==> config.mk <==
export PLATFORM = sky130hd
export DESIGN_NAME = alu_arbiter
export DESIGN_NICKNAME = d
export VERILOG_FILES = /design/src/rtl/alu_arbiter.sv
export SDC_FILE = /design/constraint.sdc
export NUM_CORES = 1
export LEC_CHECK = 0
export CAP_MARGIN = 0
export CORE_AREA = 4 4 159 161
export DETAILED_ROUTE_END_ITERATION = 7
export DIE_AREA = 0 0 163 165
export PLACE_DENSITY_LB_ADDON = 0.1
export SYNTH_ARGS = -nofsm -noshare
export SYNTH_HDL_FRONTEND = slang
export SYNTH_SLANG_ARGS = --single-unit
==> constraint.sdc <==
create_clock -name clk -period 2.5 [get_ports clk]
set_clock_uncertainty 0.1 [all_clocks]
set_input_delay 0.25 -clock clk [delete_from_list [all_inputs] [get_ports clk]]
set_output_delay 0.25 -clock clk [all_outputs]
set_load 0.01 [all_outputs]
==> src/rtl/alu_arbiter.sv <==
// ---------------------------------------------------------------------------
// alu_arbiter
//   Shares one single-cycle combinational ALU among NREQ requesters. A
//   requester is granted (round-robin by default), its operation is captured
//   into the registers that drive the ALU for one EXEC cycle, and the ALU
//   result is registered and returned with the winner's ID on a valid/ready
//   response channel. ALUSel codes above 9 are never issued to the ALU: the
//   ALU sees sel 0 and the response carries rsp_err=1 with zeroed data.
//   At most one operation is in flight; peak throughput is one op per two
//   cycles (accept -> EXEC -> RESP, next accept during the RESP handshake).
//
// Configuration macro:
//   ALU_ARB_FIXED_PRIO_EN  defined   : fixed priority, lowest index wins,
//                                      no round-robin pointer.
//                          undefined : round-robin starting after the last
//                                      winner (requester 0 first after reset).
//
// Ports:
//   clk, rst_n               clock, asynchronous active-low reset
//   req_valid/req_ready      per-requester handshake (req_ready one-hot or 0)
//   req_sel/req_a/req_b      packed per-requester ALUSel and operands
//   alu_sel/alu_a/alu_b      registered operands to the ALU
//   alu_out/alu_azero        combinational ALU result and a_is_zero flag
//   rsp_valid/rsp_ready      response handshake
//   rsp_id/rsp_data/rsp_zero/rsp_err  registered response payload
// ---------------------------------------------------------------------------
module alu_arbiter #(
  parameter  int WIDTH = 32,
  parameter  int NREQ  = 4,
  localparam int IDW   = $clog2(NREQ)
) (
  input  logic                  clk,
  input  logic                  rst_n,
  input  logic [NREQ-1:0]       req_valid,
  output logic [NREQ-1:0]       req_ready,
  input  logic [4*NREQ-1:0]     req_sel,
  input  logic [WIDTH*NREQ-1:0] req_a,
  input  logic [WIDTH*NREQ-1:0] req_b,
  output logic [3:0]            alu_sel,
  output logic [WIDTH-1:0]      alu_a,
  output logic [WIDTH-1:0]      alu_b,
  input  logic [WIDTH-1:0]      alu_out,
  input  logic                  alu_azero,
  output logic                  rsp_valid,
  input  logic                  rsp_ready,
  output logic [IDW-1:0]        rsp_id,
  output logic [WIDTH-1:0]      rsp_data,
  output logic                  rsp_zero,
  output logic                  rsp_err
);

  typedef enum logic [1:0] {
    ST_IDLE = 2'd0,
    ST_EXEC = 2'd1,
    ST_RESP = 2'd2
  } state_t;

  state_t            state_r;
  state_t            state_s;
  logic [IDW-1:0]    grant_s;
  logic              grant_vld_s;
  logic              can_take_s;
  logic              accept_s;
  logic [3:0]        sel_in_s;
  logic [WIDTH-1:0]  a_in_s;
  logic [WIDTH-1:0]  b_in_s;
  logic              illegal_s;
  logic [IDW-1:0]    cap_id_r;
  logic              cap_err_r;

  localparam logic [NREQ-1:0] ONE_HOT0 = {{(NREQ-1){1'b0}}, 1'b1};

`ifdef ALU_ARB_FIXED_PRIO_EN

  // Fixed-priority grant: scanning from the top down lets the lowest valid index win.
  always_comb begin
    grant_s     = {IDW{1'b0}};
    grant_vld_s = 1'b0;
    for (int k = NREQ - 1; k >= 0; k--) begin
      grant_s     = req_valid[k] ? IDW'(k) : grant_s;
      grant_vld_s = grant_vld_s | req_valid[k];
    end
  end

`else

  logic [IDW-1:0] last_r;

  // (base + off) mod NREQ for off in 1..NREQ, without a divider.
  function automatic logic [IDW-1:0] wrap_idx(input logic [IDW-1:0] base, input int off);
    int sum;
    sum = int'(base) + off;
    sum = (sum >= NREQ) ? (sum - NREQ) : sum;
    return IDW'(sum);
  endfunction

  // Round-robin grant: scan from farthest to nearest after last_r so the
  // nearest valid requester is the final (winning) assignment.
  always_comb begin
    grant_s     = {IDW{1'b0}};
    grant_vld_s = 1'b0;
    for (int k = NREQ; k >= 1; k--) begin
      grant_s     = req_valid[wrap_idx(last_r, k)] ? wrap_idx(last_r, k) : grant_s;
      grant_vld_s = grant_vld_s | req_valid[wrap_idx(last_r, k)];
    end
  end

  // Round-robin pointer: remembers the last winner; reset makes requester 0 first.
  always_ff @(posedge clk or negedge rst_n) begin
    if (!rst_n) begin
      last_r <= IDW'(NREQ - 1);
    end else if (accept_s) begin
      last_r <= grant_s;
    end
  end

`endif

  // Accept window: IDLE, or RESP while the current response is being taken.
  // rst_n gating keeps req_ready low for the whole reset interval.
  always_comb begin
    can_take_s = 1'b0;
    case (state_r)
      ST_IDLE: can_take_s = 1'b1;
      ST_RESP: can_take_s = rsp_ready;
      ST_EXEC: can_take_s = 1'b0;
      default: can_take_s = 1'b0;
    endcase
    accept_s  = can_take_s && grant_vld_s && rst_n;
    req_ready = accept_s ? (ONE_HOT0 << grant_s) : {NREQ{1'b0}};
  end

  // Winner's operation, sliced out of the packed request buses.
  always_comb begin
    sel_in_s  = req_sel[4*grant_s +: 4];
    a_in_s    = req_a[WIDTH*grant_s +: WIDTH];
    b_in_s    = req_b[WIDTH*grant_s +: WIDTH];
    illegal_s = (sel_in_s > 4'd9);
  end

  // Next-state logic for the IDLE -> EXEC -> RESP sequence.
  always_comb begin
    state_s = state_r;
    case (state_r)
      ST_IDLE: state_s = accept_s ? ST_EXEC : ST_IDLE;
      ST_EXEC: state_s = ST_RESP;
      ST_RESP: begin
        if (rsp_ready) begin
          state_s = accept_s ? ST_EXEC : ST_IDLE;
        end else begin
          state_s = ST_RESP;
        end
      end
      default: state_s = ST_IDLE;
    endcase
  end

  // State register.
  always_ff @(posedge clk or negedge rst_n) begin
    if (!rst_n) begin
      state_r <= ST_IDLE;
    end else begin
      state_r <= state_s;
    end
  end

  // Operand capture: updated only on accept so the ALU inputs never toggle otherwise.
  // Illegal codes are replaced by sel 0 so the ALU never sees them.
  always_ff @(posedge clk or negedge rst_n) begin
    if (!rst_n) begin
      alu_sel   <= 4'd0;
      alu_a     <= {WIDTH{1'b0}};
      alu_b     <= {WIDTH{1'b0}};
      cap_id_r  <= {IDW{1'b0}};
      cap_err_r <= 1'b0;
    end else if (accept_s) begin
      alu_sel   <= illegal_s ? 4'd0 : sel_in_s;
      alu_a     <= a_in_s;
      alu_b     <= b_in_s;
      cap_id_r  <= grant_s;
      cap_err_r <= illegal_s;
    end
  end

  // Response register: loaded from the ALU in EXEC, held until the handshake in RESP.
  always_ff @(posedge clk or negedge rst_n) begin
    if (!rst_n) begin
      rsp_valid <= 1'b0;
      rsp_id    <= {IDW{1'b0}};
      rsp_data  <= {WIDTH{1'b0}};
      rsp_zero  <= 1'b0;
      rsp_err   <= 1'b0;
    end else begin
      case (state_r)
        ST_EXEC: begin
          rsp_valid <= 1'b1;
          rsp_id    <= cap_id_r;
          rsp_data  <= cap_err_r ? {WIDTH{1'b0}} : alu_out;
          rsp_zero  <= cap_err_r ? 1'b0 : alu_azero;
          rsp_err   <= cap_err_r;
        end
        ST_RESP: begin
          if (rsp_ready) begin
            rsp_valid <= 1'b0;
          end
        end
        default: begin
        end
      endcase
    end
  end

endmodule

==> results.ini, run 1 <==
[clocking]
path_clk_slew_ns = 0.09
cts_buffers = 9
clock_latency_ns = 0.35
cts_buffer_depth = 2
cts_tree = done
htreeDepth = 3
cts-root-buf = clkbuf_16
cts.sinks = 112

[die]
fp.dieW_um = 163
die_h_um = 165
ios = 421
initial_utilization_pct = 27.2
num_rows = 57
core_um2 = 24000
dieArea_um2 = 26900

[setup_path]
cp-end-kind = flip-flop
cp_top_family = buffers and inverters
startpoint_type = primary input
r2r_cells = 9
crit_chain = clkdlybuf4s50_1 > nand2b_4 > buf_12 > a311o_2 > buf_4 > buf_12 > buf_4 > and2_0 > a211oi_1 > a311oi_2 > a21o_1
required_ns = 2.66
arrival_ns = 2.58
critPathSlowestCell = clkdlybuf4s50_1
critical_path_depth = 11
crit_type = in -> reg
path_buf_inv = 5
worstPathMaxFanout = 26
slowest_delay_ns = 0.59

[yosys]
syn_area_per_cell_um2 = 8.82
synth_edf_count = 0
postSynthCellCount = 740
synthArstFlopShare_pct = 100
yosys.area.top_type = dfrtp_1
ys_types = 36
synth_area_leaders = dfrtp_1 (42%), nand2_1 (10%), a311oi_1 (8.6%), a211oi_1 (7.6%), a21o_1 (7.4%)
ys_ff_latch = 112
synth_ff_type = dfrtp_1
syn_area_um2 = 6530
synth_seq_area_share_pct = 43.0
synth_top_area_share_pct = 42.2
syn-num-nets = 1052
synth_warnings = 0

[grt]
grt_usage_pct = 18.7
antenna_found_initial = 0
grt_pass1_vias = 7095
grt_max_degree = 113
grt_remaining_overflow = 0
grt_first_pass_wirelength_um = 39400

[hold_path]
hold_path_class = in -> reg
hold_depth = 3

[route]
routedWlPerCell_um = 18.2
vias = 7172
detail_route.vias_per_cell = 4.79
antenna_left = 0
dr.pass1.iters = 4
drc = 0
routed_wl_um = 27200
drtIter0Drc = 374

[pwr]
fin_total_pwr_mw = 11.6
p_leak_nw = 5.13
power.density_nw_per_um2 = 970
ir_drop_mv = 0.418

[run]
drv_cap = 0

[timing]
setup_tns_ns = 0
max_clock_freq_ghz = 0.413
setup_viol = 0
report.final.slew_viol_count = 0
worst_pin_slew_ns = 0.630
fin_crit_sh_pct = 96.9
hold_viol = 0
slew_headroom_pct = 58.0
layout_setup_ws_ns = 0.0786
rsz0062_at_grt = false
fin_crit_ns = 2.42

[placed_design]
place_hpwl_um = 20200
placed_area_um2 = 11400
io_buffer_count = 420
gp_congestion = 0.765
dp_slack_ns = -0.237

[layout]
drive_gt1_share_pct = 8.69
area_growth_pct = 82.7
diodes = 0
final_cell_area_um2 = 11900
final_nets = 1481

[run_status]
status = completed

## sequential cells by signal (all words and copies together) (netlist names)
register,count
state_r,2
rsp_valid,1
alu_sel,4
alu_a,32
last_r,2
cap_id_r,2
rsp_data,32
alu_b,32
rsp_err,1
cap_err_r,1
rsp_id,2
rsp_zero,1
## cell families after synthesis
kind of cell / after synthesis / share of synthesized area [%]
DFF: 112 / 43.0
and+or+nand+nor: 298 / 21.5
buffers and inverters: 75 / 5.73
muxes: 11 / 1.76
AOI/OAI and AO/OA: 244 / 28.1
## worst reg2reg max path, stage by stage (launching register included)
cell and delay, ns:
dfstp_2 0.57, nor3b_1 0.07, a311o_2 0.39, buf_4 0.17, buf_12 0.16, buf_4 0.17, and2_0 0.14, a211oi_1 0.27
a311oi_2 0.08, a21o_1 0.17
## area by class of cell
| cell class | count | area [µm²] |
|---|---|---|
| flip-flops and latches | 112 | 2810 |
| clock buffers | 9 | 225 |
| inverters | 4 | 15.0 |
| well taps | 324 | 405 |
| repair buffers | 489 | 4980 |
| clock inverters | 7 | 91.3 |
| multi-input cells | 553 | 3390 |
| fillers | 2356 | 12000 |
## metal layers
layer / wire length [µm] / share of wire, % / up-vias / track usage, %
met1: 10900 / 40 / 3353 / 22.3
met4: 731 / 2.7 / 0 / 6.37
li1: - / - / 3496 / -
met2: 13400 / 49 / 284 / 32.1
met5: 0 / 0 / - / 0
met3: 2240 / 8.2 / 39 / 5.59
## power by group
| part | switching (mW) | internal, mW |
|---|---|---|
| combinational | 3.11 | 3.78 |
| sequential | 0.458 | 2.67 |
| clock | 0.814 | 0.726 |
| total | 4.38 | 7.18 |
## cells in the mapped netlist (all sizes together), types with 3 or more instances
master / instances
a211oi: 66
nand2b: 38
inv: 3
mux2i: 7
buf: 31
a21oi: 5
clkbuf: 40
o21ai: 35
a22o: 3
nand2: 174
mux2: 4
nor2: 12
a311oi: 65
a21o: 64
dfrtp: 110
and2: 67
## path summary, 6_finish.rpt
kind	slack [ns]	end	startpoint
max reg2reg	0.11	alu_b[31]	last_r[0]
max in group asynchronous	1.33	alu_a[4]	rst_n
min reg2reg	0.38	alu_a[14]	alu_a[14]
min in group asynchronous	0.51	rsp_id[0]	rst_n
min	0.34	rsp_data[30]	alu_out[30]
max	0.08	alu_b[31]	req_valid[3]
## layout by cell type (no fill, tap or decap), types with 2 or more instances in the layout
cell	n
clkinv_4	2
a31oi_1	2
nor2_1	12
dfrtp_1	110
a21oi_1	4
and2_1	21
o21ai_0	34
and2_0	46
clkinv_8	3
and3_1	2
a311oi_1	63
nand2_1	174
a22o_1	3
mux2i_1	7
buf_4	47
mux2_2	4
a21o_1	64
nand2b_1	36
buf_12	14
dlygate4sd2_1	4
clkdlybuf4s50_1	413
inv_1	2
dfstp_2	2
a211oi_1	65
buf_6	4
clkbuf_16	11
## per-stage QoR
step                      util (%)  hold slack (ns)  std cells
after detailed placement      47.6            0.342       1472
after CTS                     49.4            0.314       1498
after global placement        47.6            0.346       1472
after global routing          49.7            0.339       1498
after floorplan                  -           -0.146        740
final                         49.7            0.338       1498
## timing repair
item,4_1_cts,5_1_grt
hold endpoints to repair,110,0
cloned,1,2
gates resized for setup,10,11
pin swaps,4,10
hold buffers,1,0
setup endpoints to repair,4,60
buffers inserted,8,1
(Power assumes the default switching activity.)
==> run 2: changes to the inputs <==
--- a/config.mk
+++ b/config.mk
@@ -6,9 +6,9 @@
 export NUM_CORES = 1
 export LEC_CHECK = 0
 export CAP_MARGIN = 0
-export CORE_AREA = 4 4 159 161
+export CORE_AREA = 4 4 164 166
 export DETAILED_ROUTE_END_ITERATION = 7
-export DIE_AREA = 0 0 163 165
+export DIE_AREA = 0 0 168 170
 export PLACE_DENSITY_LB_ADDON = 0.1
 export SYNTH_ARGS = -nofsm -noshare
 export SYNTH_HDL_FRONTEND = slang
==> constraint.sdc (replaced) <==
create_clock -name clk -period 1.99 [get_ports clk]
set_clock_uncertainty 0.1 [all_clocks]
set_input_delay 0.199 -clock clk [delete_from_list [all_inputs] [get_ports clk]]
set_output_delay 0.199 -clock clk [all_outputs]
set_load 0.01 [all_outputs]
==> results.ini, run 2 (synthesis gave the netlist of run 1 again) <==
[clocking]
htreeDepth = 3
cts-root-buf = clkbuf_16
cts_buffer_depth = 2
cts.sinks = 112
cts_tree = done
cts_buffers = 9
path_clk_slew_ns = 0.09
clock_latency_ns = 0.36

[route]
antenna_left = 0
drc = 0
dr.pass1.iters = 4
routed_wl_um = 29800
drtIter0Drc = 286
vias = 7220
detail_route.vias_per_cell = 4.75
routedWlPerCell_um = 19.6

[grt]
grt_remaining_overflow = 0
grt_max_degree = 113
grt_usage_pct = 18.9
antenna_found_initial = 1
grt_first_pass_wirelength_um = 42500
grt_pass1_vias = 7127

[layout]
drive_gt1_share_pct = 13.9
seq_area_um2 = 2810
final_cell_mix = clkdlybuf4s50_1 (415), nand2_1 (174), dfrtp_1 (110), a21o_1 (64), a311oi_1 (57)
reg_top3 = alu_a x32, alu_b x32, rsp_data x32
fillers = 2409
multi_input_area_um2 = 3700
final_common_cell = clkdlybuf4s50_1
diodes = 0
fin_cells = 1519
final_core_util_pct = 49.3
final_nets = 1491
area_growth_pct = 93.5
final_cell_area_um2 = 12600

[timing]
setup_tns_ns = -15.95
fin_crit_ns = 2.27
max_clock_freq_ghz = 0.441
rsz0062_at_grt = true
hold_ws_ns = 0.287
fin_crit_sh_pct = 114
report.final.slew_viol_count = 0
layout_setup_ws_ns = -0.276
worst_pin_slew_ns = 0.654
setup_viol = 73
slew_headroom_pct = 56.4
hold_viol = 0

[die]
num_rows = 59
core_um2 = 25600
die_h_um = 170
ios = 421
dieArea_um2 = 28600
fp.dieW_um = 168
initial_utilization_pct = 25.5

[setup_path]
arrival_ns = 2.47
crit_type = reg -> reg
required_ns = 2.19
cp-end-kind = flip-flop
startpoint_type = flip-flop
worstPathMaxFanout = 5

[placed_design]
place_hpwl_um = 20400
dp_slack_ns = -0.825
dp_cells = 1468
io_buffer_count = 420
gp_congestion = 0.806
placed_area_um2 = 11300

[pwr]
power.density_nw_per_um2 = 1270
p_leak_nw = 5.31
ir_drop_mv = 0.513
fin_total_pwr_mw = 16.1

[run]
drv_cap = 0

[hold_path]
hold_path_class = in -> reg

[run_status]
status = finished, violations left
violations = negative setup slack

## run 2: cell types whose count changed in the layout (fill, tap and decap cells not counted), moves of 9 or more
cell / before / now
buf_16: 1 / 10
buf_6: 4 / 17
buf_4: 47 / 32
a211oi_2: 1 / 32
a211oi_1: 65 / 28
## run 2: layer usage
metal  global-route usage [%]  vias up  share of wire (%)
li1                         -     3528                  -
met1                     23.3     3392                 42
met2                     32.3      266                 48
met4                     4.80        2                1.9
met3                     5.76       32                7.7
met5                        0        -              0.040
## run 2: final cells by class
cell class / count / area share (%)
Clock inverter: 7 / 0.664
Inverter: 4 / 0.119
Timing Repair Buffer: 499 / 42.6
Clock buffer: 9 / 1.78
Sequential cell: 112 / 22.2
Tap cell: 335 / 3.32
Multi-Input combinational cell: 553 / 29.3
## run 2: what timing repair did
| action | in CTS | in global routing |
|---|---|---|
| resized for setup | 68 | 51 |
| endpoints found under the setup margin | 73 | 73 |
| setup buffers | 9 | 12 |
| hold buffers | 1 | 0 |
| pin swaps | 47 | 25 |
| hold endpoints to repair | 110 | 0 |
| cloned | 7 | 6 |
## run 2: report_power, final
| part | internal, mW | leakage, nW | total, mW | switching, mW |
|---|---|---|---|---|
| Sequential | 3.36 | 1.39 | 3.95 | 0.596 |
| Combinational | 5.67 | 3.77 | 10.2 | 4.51 |
| Clock | 0.913 | 0.152 | 1.95 | 1.04 |
## run 2: critical path: stages, from the launching register on
cell and delay, ns:
dfstp_2 0.58, inv_2 0.03, a221o_1 0.34, a21oi_4 0.20
buf_6 0.16, buf_12 0.15, buf_12 0.13, clkbuf_16 0.14
a211oi_1 0.05, a311oi_1 0.21, a21o_1 0.11
## run 2: path summary, 6_finish.rpt
kind,startpoint,end,slack [ns],depth (start not counted)
worst max-delay path,last_r[0],alu_a[5],-0.28,10
worst min-delay path,alu_out[27],rsp_data[27],0.29,3
worst max register to register,last_r[0],alu_a[5],-0.28,10
worst min register to register,alu_a[13],alu_a[13],0.38,1
max in group asynchronous,rst_n,alu_a[12],0.83,3
min in group asynchronous,rst_n,rsp_valid,0.48,3
